==> config.mk <==
export PLATFORM = sky130hd
export DESIGN_NAME = proc_io_ctrl
export DESIGN_NICKNAME = d
export VERILOG_FILES = /design/src/rtl/proc_io_pkg.sv /design/src/rtl/io_out_chan.sv /design/src/rtl/proc_io_ctrl.sv
export SDC_FILE = /design/constraint.sdc
export NUM_CORES = 1
export LEC_CHECK = 0
export ABC_CLOCK_PERIOD_IN_PS = 2300
export CORE_UTILIZATION = 47
export CTS_CLUSTER_DIAMETER = 50
export DETAILED_ROUTE_END_ITERATION = 6
export GPL_TIMING_DRIVEN = 0
export PLACE_DENSITY = 0.8
export SLEW_MARGIN = 15
export SYNTH_ARGS = -nofsm -noshare
export SYNTH_HDL_FRONTEND = slang
export SYNTH_HIERARCHICAL = 1
export SYNTH_SLANG_ARGS = --single-unit
==> constraint.sdc <==
create_clock -name clk -period 2.3 [get_ports clk]
set_input_delay 0.46 -clock clk [delete_from_list [all_inputs] [get_ports clk]]
set_output_delay 0.46 -clock clk [all_outputs]
set_load 0.02 [all_outputs]
==> src/rtl/proc_io_pkg.sv <==
// Shared constants for the proc_fx IO controller: status word layout and error flag bits.
package proc_io_pkg;

    localparam int STAT_FULL_LSB = 0;
    localparam int STAT_OVAL_LSB = 8;
    localparam int STAT_ERR_BIT  = 15;

    localparam int ERR_UDF = 0;
    localparam int ERR_OVF = 1;

endpackage

==> src/rtl/io_out_chan.sv <==
// One output latch with valid/ready handshake; flags a write that lands on unaccepted data.
module io_out_chan #(
    parameter int NUBITS = 16
) (
    input  logic              clk,
    input  logic              rst,
    input  logic              wr,
    input  logic [NUBITS-1:0] wdata,
    input  logic              ready,
    output logic [NUBITS-1:0] data,
    output logic              valid,
    output logic              ovf
);

    logic [NUBITS-1:0] data_q, data_d;
    logic              valid_q, valid_d;

    always_comb begin
        data_d  = data_q;
        valid_d = valid_q;
        if (wr) begin
            data_d  = wdata;
            valid_d = 1'b1;
        end else if (valid_q && ready) begin
            valid_d = 1'b0;
        end
    end

    always_ff @(posedge clk) begin
        if (!rst) begin
            data_q  <= '0;
            valid_q <= 1'b0;
        end else begin
            data_q  <= data_d;
            valid_q <= valid_d;
        end
    end

    // A write coinciding with an accept replaces consumed data, so it is not an overflow.
    assign ovf   = wr & valid_q & ~ready;
    assign data  = data_q;
    assign valid = valid_q;

endmodule

==> src/rtl/proc_io_ctrl.sv <==
// IO controller beside proc_fx: 1-deep input buffers, latched output channels and a
// read-to-clear status word at the top input address.
module proc_io_ctrl
    import proc_io_pkg::*;
#(
    parameter int NUBITS = 16,
    parameter int NUIOIN = 8,
    parameter int NUIOOU = 8,
    parameter int ABI    = $clog2(NUIOIN),
    parameter int ABO    = $clog2(NUIOOU)
) (
    input  logic                         clk,
    input  logic                         rst,
    input  logic                         cpu_req_in,
    input  logic [ABI-1:0]               cpu_addr_in,
    output logic [NUBITS-1:0]            cpu_io_in,
    input  logic                         cpu_out_en,
    input  logic [ABO-1:0]               cpu_addr_out,
    input  logic [NUBITS-1:0]            cpu_io_out,
    input  logic [(NUIOIN-1)*NUBITS-1:0] in_data,
    input  logic [NUIOIN-2:0]            in_valid,
    output logic [NUIOIN-2:0]            in_ready,
    output logic [(NUIOOU-1)*NUBITS-1:0] out_data,
    output logic [NUIOOU-2:0]            out_valid,
    input  logic [NUIOOU-2:0]            out_ready,
    output logic [1:0]                   err_flags
);

    localparam int NIN  = NUIOIN - 1;
    localparam int NOUT = NUIOOU - 1;
    localparam logic [ABI-1:0] STAT_ADDR = ABI'(NIN);

    if (NUBITS < 16) begin : g_chk_bits
        $error("proc_io_ctrl: NUBITS must be >= 16");
    end
    if (NUIOIN > 8) begin : g_chk_in
        $error("proc_io_ctrl: NUIOIN must be <= 8");
    end
    if (NUIOOU > 8) begin : g_chk_out
        $error("proc_io_ctrl: NUIOOU must be <= 8");
    end

    logic [NUBITS-1:0] in_buf [NIN];
    logic [NIN-1:0]    full;
    logic [NOUT-1:0]   ovf_vec;
    logic [1:0]        err_q, err_d;
    logic [NUBITS-1:0] status;
    logic              stat_rd, udf, ovf;

    // Gating with rst keeps the peripheral stalled for the whole reset window.
    assign in_ready = ~full & {NIN{rst}};

    for (genvar i = 0; i < NIN; i++) begin : g_in
        logic [NUBITS-1:0] data_q;
        logic              full_q;
        logic              pop;

        assign pop = cpu_req_in && (cpu_addr_in == ABI'(i)) && full_q;

        always_ff @(posedge clk) begin
            if (!rst) begin
                data_q <= '0;
                full_q <= 1'b0;
            end else if (in_valid[i] && in_ready[i]) begin
                data_q <= in_data[i*NUBITS +: NUBITS];
                full_q <= 1'b1;
            end else if (pop) begin
                full_q <= 1'b0;
            end
        end

        assign in_buf[i] = data_q;
        assign full[i]   = full_q;
    end

    for (genvar j = 0; j < NOUT; j++) begin : g_out
        io_out_chan #(
            .NUBITS(NUBITS)
        ) u_chan (
            .clk  (clk),
            .rst  (rst),
            .wr   (cpu_out_en && (cpu_addr_out == ABO'(j))),
            .wdata(cpu_io_out),
            .ready(out_ready[j]),
            .data (out_data[j*NUBITS +: NUBITS]),
            .valid(out_valid[j]),
            .ovf  (ovf_vec[j])
        );
    end

    assign ovf     = |ovf_vec;
    assign stat_rd = cpu_req_in && (cpu_addr_in == STAT_ADDR);
    assign udf     = cpu_req_in && (cpu_addr_in < STAT_ADDR) && !full[cpu_addr_in];

    always_comb begin
        status                           = '0;
        status[STAT_FULL_LSB +: NIN]     = full;
        status[STAT_OVAL_LSB +: NOUT]    = out_valid;
        status[STAT_ERR_BIT]             = |err_q;
    end

    // Combinational read: the core samples io_in in the same cycle it raises req_in.
    always_comb begin
        cpu_io_in = '0;
        if (cpu_addr_in == STAT_ADDR) begin
            cpu_io_in = status;
        end else if (cpu_addr_in < STAT_ADDR) begin
            cpu_io_in = in_buf[cpu_addr_in];
        end
    end

    // A fresh error in the clearing cycle must survive, so sets are applied last.
    always_comb begin
        err_d = err_q;
        if (stat_rd) begin
            err_d = '0;
        end
        if (udf) begin
            err_d[ERR_UDF] = 1'b1;
        end
        if (ovf) begin
            err_d[ERR_OVF] = 1'b1;
        end
    end

    always_ff @(posedge clk) begin
        if (!rst) begin
            err_q <= '0;
        end else begin
            err_q <= err_d;
        end
    end

    assign err_flags = err_q;

endmodule

* Word level (Yosys, flattened, before mapping)
Cells that the tools add are included. W data, S select, Z words.
Operators by class: equality and inequality tests 13, reduce and logical (&&, ||, !) cells 59, order comparisons 3, multiplexer cells 38, bitwise operators 24
Operator list (count):
- $mux W16 | 4
- $bmux W16 S3 | 1
- $logic_and A1 B1 Y1 | 38
- $reduce_bool A2 Y1 | 16
- $mux W1 | 31
- $eq A3 B3 Y1 const B | 7
- $and A1 B1 Y1 | 14
- $eq A3 B2 Y1 const B | 4
- $and A7 B7 Y7 | 1
- $not A1 Y1 | 7
- $not A7 Y7 | 1
- $reduce_or A7 Y1 | 1
- $eq A3 B1 Y1 const B | 2
- $logic_not A3 Y1 | 2
- $ge A4 B4 Y1 const B | 1
- $lt A3 B4 Y1 const B | 1
- $not A3 Y4 | 1
- $bmux W1 S3 | 1
- $lt A3 B3 Y1 const B | 1
- $mux W2 | 1
- $reduce_or A2 Y1 | 1
- $logic_not A1 Y1 | 1
Storage, ports and cells: word-level logic and storage cells 167, output and inout bits 144, input bits 152, flip-flop bits (word level) 240

* Longest topological paths before layout
Gate-level depths: netlist (run 1).
depth in word-level cells 6, gate-level depth with buffers 7, gate-level depth less buffers 5

* Cells and area by module
The synthesis (run 1) kept the hierarchy.
By module, submodules not included:
- proc_io_ctrl | seq. area each 2422.3 um^2, times used 1, cells an instance 617, area an instance 5383.9 um^2
- io_out_chan | seq. area each 340.3 um^2, times used 7, cells an instance 55, area an instance 656.9 um^2

* Least setup slack after synthesis (run 1)
OpenSTA, ideal clock, no wires.
path kind input to output, from in cpu_addr_in[1], to out cpu_io_in[5], stages on the path 3, required time 1.840 ns, path slack 0.238 ns, path buffers 1, arrival 1.602 ns, cell sequence buf_2 > mux4_1 > mux2_2
Between the ends: cells in the longest elaborated chain, start to end 6, elaborated cells on any way between the ends 8, classes of those cells order compare (1); eq/ne (1); mux (5); bitwise (1)
Ends and longest elaborated chain:
- from (decl) | line proc_io_ctrl.sv:15 | input logic [ABI-1:0] cpu_addr_in,
- $not A3 Y4 (implied by the code) | line proc_io_ctrl.sv:108 | cpu_io_in = in_buf[cpu_addr_in];
- $bmux W16 S3 | line proc_io_ctrl.sv:108
- $mux W16 (implied by the code) (2 in series) | line proc_io_ctrl.sv:108
- $mux W16 | line proc_io_ctrl.sv:107 | end else if (cpu_addr_in < STAT_ADDR) begin
- $mux W16 * | line proc_io_ctrl.sv:105 | if (cpu_addr_in == STAT_ADDR) begin
- to (decl) | line proc_io_ctrl.sv:16 | output logic [NUBITS-1:0] cpu_io_in,
Mark *: on every way between the ends. The rest lies on a longest branch, timed or not. The select of a mux whose other input is x is not followed.

* Worst setup path after layout (run 1)
from reg err_q[0] (netlist: err_flags[0]), to out cpu_io_in[15]
Between the ends: cells in the longest elaborated chain, start to end 2
Ends and longest elaborated chain:
- from (decl) | line proc_io_ctrl.sv:46 | logic [1:0] err_q, err_d;
- from (signal assigned) | line proc_io_ctrl.sv:130 | err_q <= err_d;
- $reduce_or A2 Y1 | line proc_io_ctrl.sv:99 | status[STAT_ERR_BIT] = |err_q;
- $mux W16 | line proc_io_ctrl.sv:105
No other way between the ends.

==> results by group, run 1 <==
Global route
  • Largest net degree at the start of global routing: 46
  • First-pass GRT wire length: 49,800 µm
  • Total GRT Usage: 0.297
  • Vias in the first global route: 8,879
  • Antenna violations before repair: 6
  • GRT overflow: 0

Logic synthesis
  • Post-synth top cells: dfxtp_1 (240), nand2_1 (228), nor2b_1 (121), mux2i_1 (113), nand3_1 (112)
  • Seq cells post-synth: 240
  • Post-synth top flop: dfxtp_1
  • Post-synth top area cell: dfxtp_1
  • Syn Inst Count: 1,002
  • Distinct cells, synth: 32
  • Area share of the largest cell type after synthesis: 0.481
  • Async set or reset register ratio after synthesis: 0
  • Post-synth EDFFs: 0
  • Seq/Total Area, Yosys: 0.481
  • Post-synthesis average cell area: 9.96 µm²
  • Top-count cell post-synth: dfxtp_1
  • Syn_nets: 1,154
  • Yosys warnings: 6
  • Syn Std Cell Area: 9980 µm²
  • Synth top area cells: dfxtp_1 (48%), mux2i_1 (11%), nand2_1 (8.6%)

Worst setup path
  • Critical path capture point type: output pin
  • Sum of buffers and inverters on the critical path: 1
  • Cell at the slowest stage of the critical path: mux4_2
  • CP startpoint: err_flags[0]
  • Req. time, crit path: 1.84 ns
  • CP Launch Type: flop
  • Worst Path Max Fanout: 2
  • Crit path max-delay family: multiplexers
  • CP cell instances: or2_1, mux4_2, mux2_4, buf_6
  • Crit path largest cell delay: 0.46 ns
  • Crit path DAT: 1.96 ns
  • WS Path Type: flop to output pin
  • Worst r2r src: g_in[1].full_q

Floorplanning
  • Die Y: 148 µm
  • Die ar.: 21,800 µm²
  • Starting Density: 0.487
  • Num rows: 52
  • IO Count: 296
  • Chip Width: 148 µm
  • Core area: 20,500 µm²

Drt
  • Final wirelength: 33,400 µm
  • Initial DRC Count: 443
  • DRC: 0
  • Wire per inst: 20.4 µm
  • Drt via density: 5.39
  • Detailed-route via count: 8,810
  • DRT antenna net count: 0
  • TritonRoute pass-1 iters: 5

Run status
  • Failing checks: negative setup slack
  • Status: finished, violations left

STA
  • Final setup violation count: 2
  • Final Hold Fails: 0
  • Max-slew headroom: 0.566
  • Worst Hold Slack: 0.314 ns
  • Final min period: 2.42 ns
  • Worst slew pin tran: 0.651 ns
  • Final WS setup: -0.120 ns
  • Clock Skew: 0.0196 ns
  • Max-slew violations: 0
  • RSZ-0062 raised after global routing: yes
  • Fmax: 0.413 GHz
  • Final TNS setup: -0.162 ns
  • Final Cycle Share: 1.05

Placed design
  • Hpwl dp: 23,700 µm
  • Cell Area, Placed: 13,300 µm²
  • IO Port Bufs: 295
  • Gpl congestion: 0.923
  • Post-Place Cells: 1,568

Pwr
  • Leakage: 5.73 nW
  • Power density over the cells: 710 nW/µm²
  • Peak supply drop: 558 µV

Final layout
  • Core Util, Final: 0.707
  • Layout Nets: 1,494
  • Area delta synth->final: 45.1%
  • Final std cells w/o fill: 1,636
  • Post-route cell area: 14,500 µm²
  • Share of layout cells above drive strength 1: 0.132

CTS
  • Cts bufs inserted: 29
  • CTS Hold Bufs: 0
  • CTS clk-pin slew, worst paths: 0.06 ns
  • CTS root buf: clkbuf_16
  • Sink Count: 240
  • H-tree Lvls: 1
  • Worst-Skew Late Latency: 0.54 ns
  • CTS tree: done
  • Clk buf depth: 3

Flow run
  • Maximum Capacitance Violations: 0

Hold path
  • Worst min-delay path startpoint: rst
  • Hold crit path type: primary input to flop
==> final cells by class <==
| cell class | instances | area, µm² |
|---|---|---|
| clock inverters | 10 | 113 |
| flip-flops and latches | 240 | 4840 |
| fillers | 1497 | 6010 |
| repair buffers | 312 | 3100 |
| clock buffers | 40 | 807 |
| multi-input cells | 693 | 4740 |
| well taps | 270 | 338 |
| plain buffers | 64 | 523 |
| inverters | 2 | 7.51 |
| diodes | 5 | 12.5 |
==> routing by layer <==
| layer | GRT usage | vias to the layer above | share of wire |
|---|---|---|---|
| met5 | 0 | - | 0.00039 |
| met4 | 0.118 | 2 | 0.033 |
| met3 | 0.0910 | 73 | 0.11 |
| met2 | 0.502 | 459 | 0.48 |
| met1 | 0.351 | 4185 | 0.38 |
| li1 | - | 4091 | - |
==> worst reg2reg max path, cell delays in order, from the launching register on <==
cell	delay [ns]
dfxtp_4	0.34
buf_4	0.16
and3b_1	0.21
clkbuf_1	0.26
clkbuf_1	0.52
nand2_1	0.16
nand2_1	0.09
==> flip-flops by register name, indices dropped and copies added (netlist names) <==
name,flops
g_in.full_q,7
g_in.data_q,112
g_out.u_chan/data,112
g_out.u_chan/valid,7
err_flags,2
==> logic make-up (layout without fill, tap and decap cells) <==
logic type	after synthesis	after routing	share of synthesized area
buffers and inverters	69	428	0.0474
AO/OA/AOI/OAI	25	25	0.0175
multiplexers	162	162	0.208
other	0	5	0
flip-flops	240	240	0.481
AND/OR/NAND/NOR	506	506	0.246
==> per-stage QoR <==
stage / setup slack (ns) / total power, mW
after detailed placement: -1.11 / 5.86
after floorplan: 0.238 / 5.17
after CTS: -0.117 / 10.3
after global routing: -0.155 / 10.6
final: -0.120 / 10.3
after global placement: -2.04 / 5.83
==> placed cells by master (no fill, tap or decap), types with 10 or more instances in the layout <==
master           instances
nand2_1                228
buf_12                  12
buf_6                   19
dfxtp_2                 10
buf_2                   10
dfxtp_1                224
nor2_1                  14
nor2b_1                121
clkbuf_1                38
clkbuf_16               29
mux4_2                  27
nand3_1                112
mux2i_1                113
mux2_4                  13
clkdlybuf4s50_1        273
buf_4                   21
==> report_power, final <==
group	internal (mW)	total (mW)	switching, mW	leakage [nW]
combinational	0.731	1.40	0.666	3.32
sequential	4.35	4.47	0.114	1.97
clock	2.66	4.42	1.76	0.448
==> worst paths after layout <==
check | endpoint | slack (ns) | cells after the start
setup / recovery | cpu_io_in[15] | -0.12 | 4
hold / removal | g_out[0].u_chan/data[11] | 0.31 | 2
setup reg to reg | g_in[1].data_q[11] | 0.50 | 6
hold reg to reg | g_in[1].data_q[1] | 0.45 | 2
==> timing repair <==
item	in CTS	in global routing
pin swaps	1	0
buffers inserted	9	5
setup endpoints to repair	23	19
resized for setup	132	32
cloned	2	0
(Power assumes the default switching activity.)
==> inputs of run 2 (changes only) <==
--- a/config.mk
+++ b/config.mk
@@ -9,7 +9,6 @@
 export CORE_UTILIZATION = 47
 export CTS_CLUSTER_DIAMETER = 50
 export DETAILED_ROUTE_END_ITERATION = 6
-export GPL_TIMING_DRIVEN = 0
 export PLACE_DENSITY = 0.8
 export SLEW_MARGIN = 15
 export SYNTH_ARGS = -nofsm -noshare
==> run 2 against run 1 <==
  * The flow still finishes with violations (negative setup slack)
  * Sequential share of layout area hardly changed
  * Global-route usage is 0.23 points lower
  * First-iteration DRC count is 32% higher
  * Critical path type unchanged
  * Largest cell class unchanged
  * Highest routed layer unchanged
==> results by group, run 2 (synthesis gave the netlist of run 1 again) <==
Run status
  • Status: finished, violations left (unchanged)
  • Failing checks: negative setup slack (unchanged)

Worst setup path
  • Worst r2r src: g_in[1].full_q (unchanged)
  • Setup crit end: cpu_io_in[15] (unchanged)
  • CP cell instances: or2_1, mux4_2, mux2_4, buf_6 (unchanged)
  • CP startpoint: err_flags[1] (was err_flags[0])
  • WS Path Type: flop to output pin (unchanged)
  • Worst Path Max Fanout: 2 (unchanged)
  • Cell at the slowest stage of the critical path: mux4_2 (unchanged)
  • Reg2reg path depth: 4 (was 6)
  • R2R Setup Slk: 0.94 ns (was 0.50 ns)
  • Req. time, crit path: 1.84 ns (about the same)
  • Sum of buffers and inverters on the critical path: 1 (unchanged)
  • CP Depth: 4 (unchanged)
  • Crit path largest cell delay: 0.47 ns (was 0.46 ns)
  • Crit path DAT: 1.96 ns (about the same)
  • Capture point of the worst reg-to-reg path: err_flags[0] (was g_in[1].data_q[11])
  • Crit path max-delay family: multiplexers (unchanged)
  • Critical path capture point type: output pin (unchanged)
  • CP Launch Type: flop (unchanged)

Drt
  • DRT antenna net count: 0 (unchanged)
  • Detailed-route via count: 8,675 (was 8,810)
  • Drt via density: 5.34 (was 5.39)
  • Wire per inst: 20.0 µm (was 20.4 µm)
  • Initial DRC Count: 584 (was 443)
  • Final wirelength: 32,500 µm (was 33,400 µm)
  • DRC: 0 (unchanged)
  • TritonRoute pass-1 iters: 5 (unchanged)

STA
  • Final Hold Fails: 0 (unchanged)
  • Final WS setup: -0.124 ns (was -0.120 ns)
  • Final Cycle Share: 1.05 (about the same)
  • Worst Hold Slack: 0.240 ns (was 0.314 ns)
  • Worst slew pin tran: 0.573 ns (was 0.651 ns)
  • Max-slew violations: 0 (unchanged)
  • RSZ-0062 raised after global routing: yes (unchanged)
  • Final TNS setup: -0.124 ns (was -0.162 ns)
  • Final min period: 2.42 ns (about the same)
  • Max-slew headroom: 0.618 (was 0.566)
  • Final setup violation count: 1 (was 2)
  • Fmax: 0.413 GHz (about the same)
  • Clock Skew: 0.0159 ns (was 0.0196 ns)

Pwr
  • Leakage: 5.80 nW (was 5.73 nW)
  • Clk pwr share: 0.453 (was 0.430)
  • Net Sw Frac: 0.247 (about the same)
  • Power density over the cells: 737 nW/µm² (was 710 nW/µm²)
  • Pint: 8.01 mW (was 7.74 mW)
  • Comb pwr share: 0.125 (was 0.136)
  • Net Switching: 2.62 mW (was 2.54 mW)
  • Peak supply drop: 653 µV (was 558 µV)
  • Sequential power share: 0.421 (was 0.435)

Floorplanning
  • Core area: 20,500 µm² (unchanged)
  • Die Y: 148 µm (unchanged)
  • Starting Density: 0.487 (unchanged)
  • Die ar.: 21,800 µm² (unchanged)
  • IO Count: 296 (unchanged)
  • Chip Width: 148 µm (unchanged)
  • Num rows: 52 (unchanged)

CTS
  • Sink Count: 240 (unchanged)
  • CTS clk-pin slew, worst paths: 0.06 ns (about the same)
  • Clk buf depth: 3 (unchanged)
  • Cts bufs inserted: 30 (was 29)
  • H-tree Lvls: 1 (unchanged)
  • CTS tree: done (unchanged)
  • CTS root buf: clkbuf_16 (unchanged)
  • Worst-Skew Late Latency: 0.54 ns (about the same)

Hold path
  • Hold crit path type: primary input to flop (unchanged)

Global route
  • GRT overflow: 0 (unchanged)
  • Vias in the first global route: 8,698 (was 8,879)
  • Total GRT Usage: 0.294 (was 0.297)
  • First-pass GRT wire length: 49,400 µm (was 49,800 µm)
  • Antenna violations before repair: 7 (was 6)
  • Largest net degree at the start of global routing: 128 (was 46)

Placed design
  • Cell Area, Placed: 13,400 µm² (was 13,300 µm²)
  • Gpl congestion: 0.944 (was 0.923)
  • Hpwl dp: 23,200 µm (was 23,700 µm)
  • IO Port Bufs: 295 (unchanged)

Final layout
  • Commonest non-fill, non-tap cell in the layout: clkdlybuf4s50_1 (unchanged)
  • Core Util, Final: 0.705 (was 0.707)
  • Post-route cell area: 14,400 µm² (was 14,500 µm²)
  • Most frequent cells in the layout: clkdlybuf4s50_1 (270), nand2_1 (228), dfxtp_1 (227), nor2b_1 (121), mux2i_1 (113) (was clkdlybuf4s50_1 (273), nand2_1 (228), dfxtp_1 (224), nor2b_1 (121), mux2i_1 (113))
  • Share of layout cells above drive strength 1: 0.153 (was 0.132)
  • Layout Nets: 1,478 (was 1,494)
  • Area delta synth->final: 44.7% (was 45.1%)

Flow run
  • Maximum Capacitance Violations: 0 (unchanged)
-- run 2: changes by cell type in the layout (fill, tap and decap cells not counted), sizes merged --
cell,before,now
bufinv,2,3
dlygate4sd2,2,3
clkdlybuf4s50,273,270
dlymetal6s2s,1,3
clkinv,4,7
clkbuf,73,41
clkinvlp,2,3
buf,67,82
inv,4,5
-- run 2: layout make-up --
type                       count  area [µm²]
clock buffer                  40         850
tap                          270         338
fill                        1558        6050
sequential                   240        4820
inverter                       2        7.51
clock inverter                16         193
antenna                        5        12.5
timing repair buffer         359        3490
multi-input combinational    693        4730
-- run 2: stage by stage --
step | instances | power (mW) | setup WS (ns)
floorplan | 1002 | 5.17 | 0.238
global placement | 1563 | 5.87 | -0.319
detailed placement | 1563 | 5.89 | -0.350
CTS | 1620 | 10.7 | -0.129
global route | 1624 | 11.0 | -0.163
finish | 1625 | 10.6 | -0.124
-- run 2: layer usage --
metal	routed length, µm	up-vias	share of wire	track usage
li1	-	4058	-	-
met1	12200	4106	0.38	0.346
met2	15300	429	0.47	0.490
met3	3650	80	0.11	0.0963
met4	1310	2	0.040	0.130
met5	8	-	0.00025	0
-- run 2: worst min path at each step --
stage,from,to,cells after the start,slack [ns]
after floorplan,g_in[1].data_q[0],g_in[1].data_q[0],2,0.43
after global placement,g_in[2].data_q[15],g_in[2].data_q[15],2,0.44
after detailed placement,g_in[2].data_q[1],g_in[2].data_q[1],2,0.44
after CTS,rst,err_flags[1],3,0.23
after global routing,rst,err_flags[1],3,0.24
final,rst,err_flags[1],3,0.24
-- run 2: power by group through the flow --
| stage | Clock, mW | Combinational (mW) | Sequential [mW] |
|---|---|---|---|
| after global routing | 5.08 | 1.42 | 4.50 |
| final | 4.82 | 1.33 | 4.48 |
| after detailed placement | 0 | 1.33 | 4.56 |
| after floorplan | 0 | 0.591 | 4.57 |
| after global placement | 0 | 1.31 | 4.56 |
| after CTS | 4.88 | 1.31 | 4.48 |
-- run 2: worst reg2reg max path: cells and delay by family (launching register included) --
kind | cells | cell delay (ns)
mux | 1 | 0.52
compound gates | 1 | 0.16
simple gates | 1 | 0.14
buf+inv | 1 | 0.16
flops | 1 | 0.32
-- run 2: what timing repair did --
action | 4_1_cts | 5_1_grt
pin swaps | 1 | 0
gates resized for setup | 75 | 29
gates cloned | 0 | 0
setup buffers | 1 | 0
hold buffers | 0 | 0
endpoints found under the hold margin | 0 | 0
endpoints found under the setup margin | 19 | 14
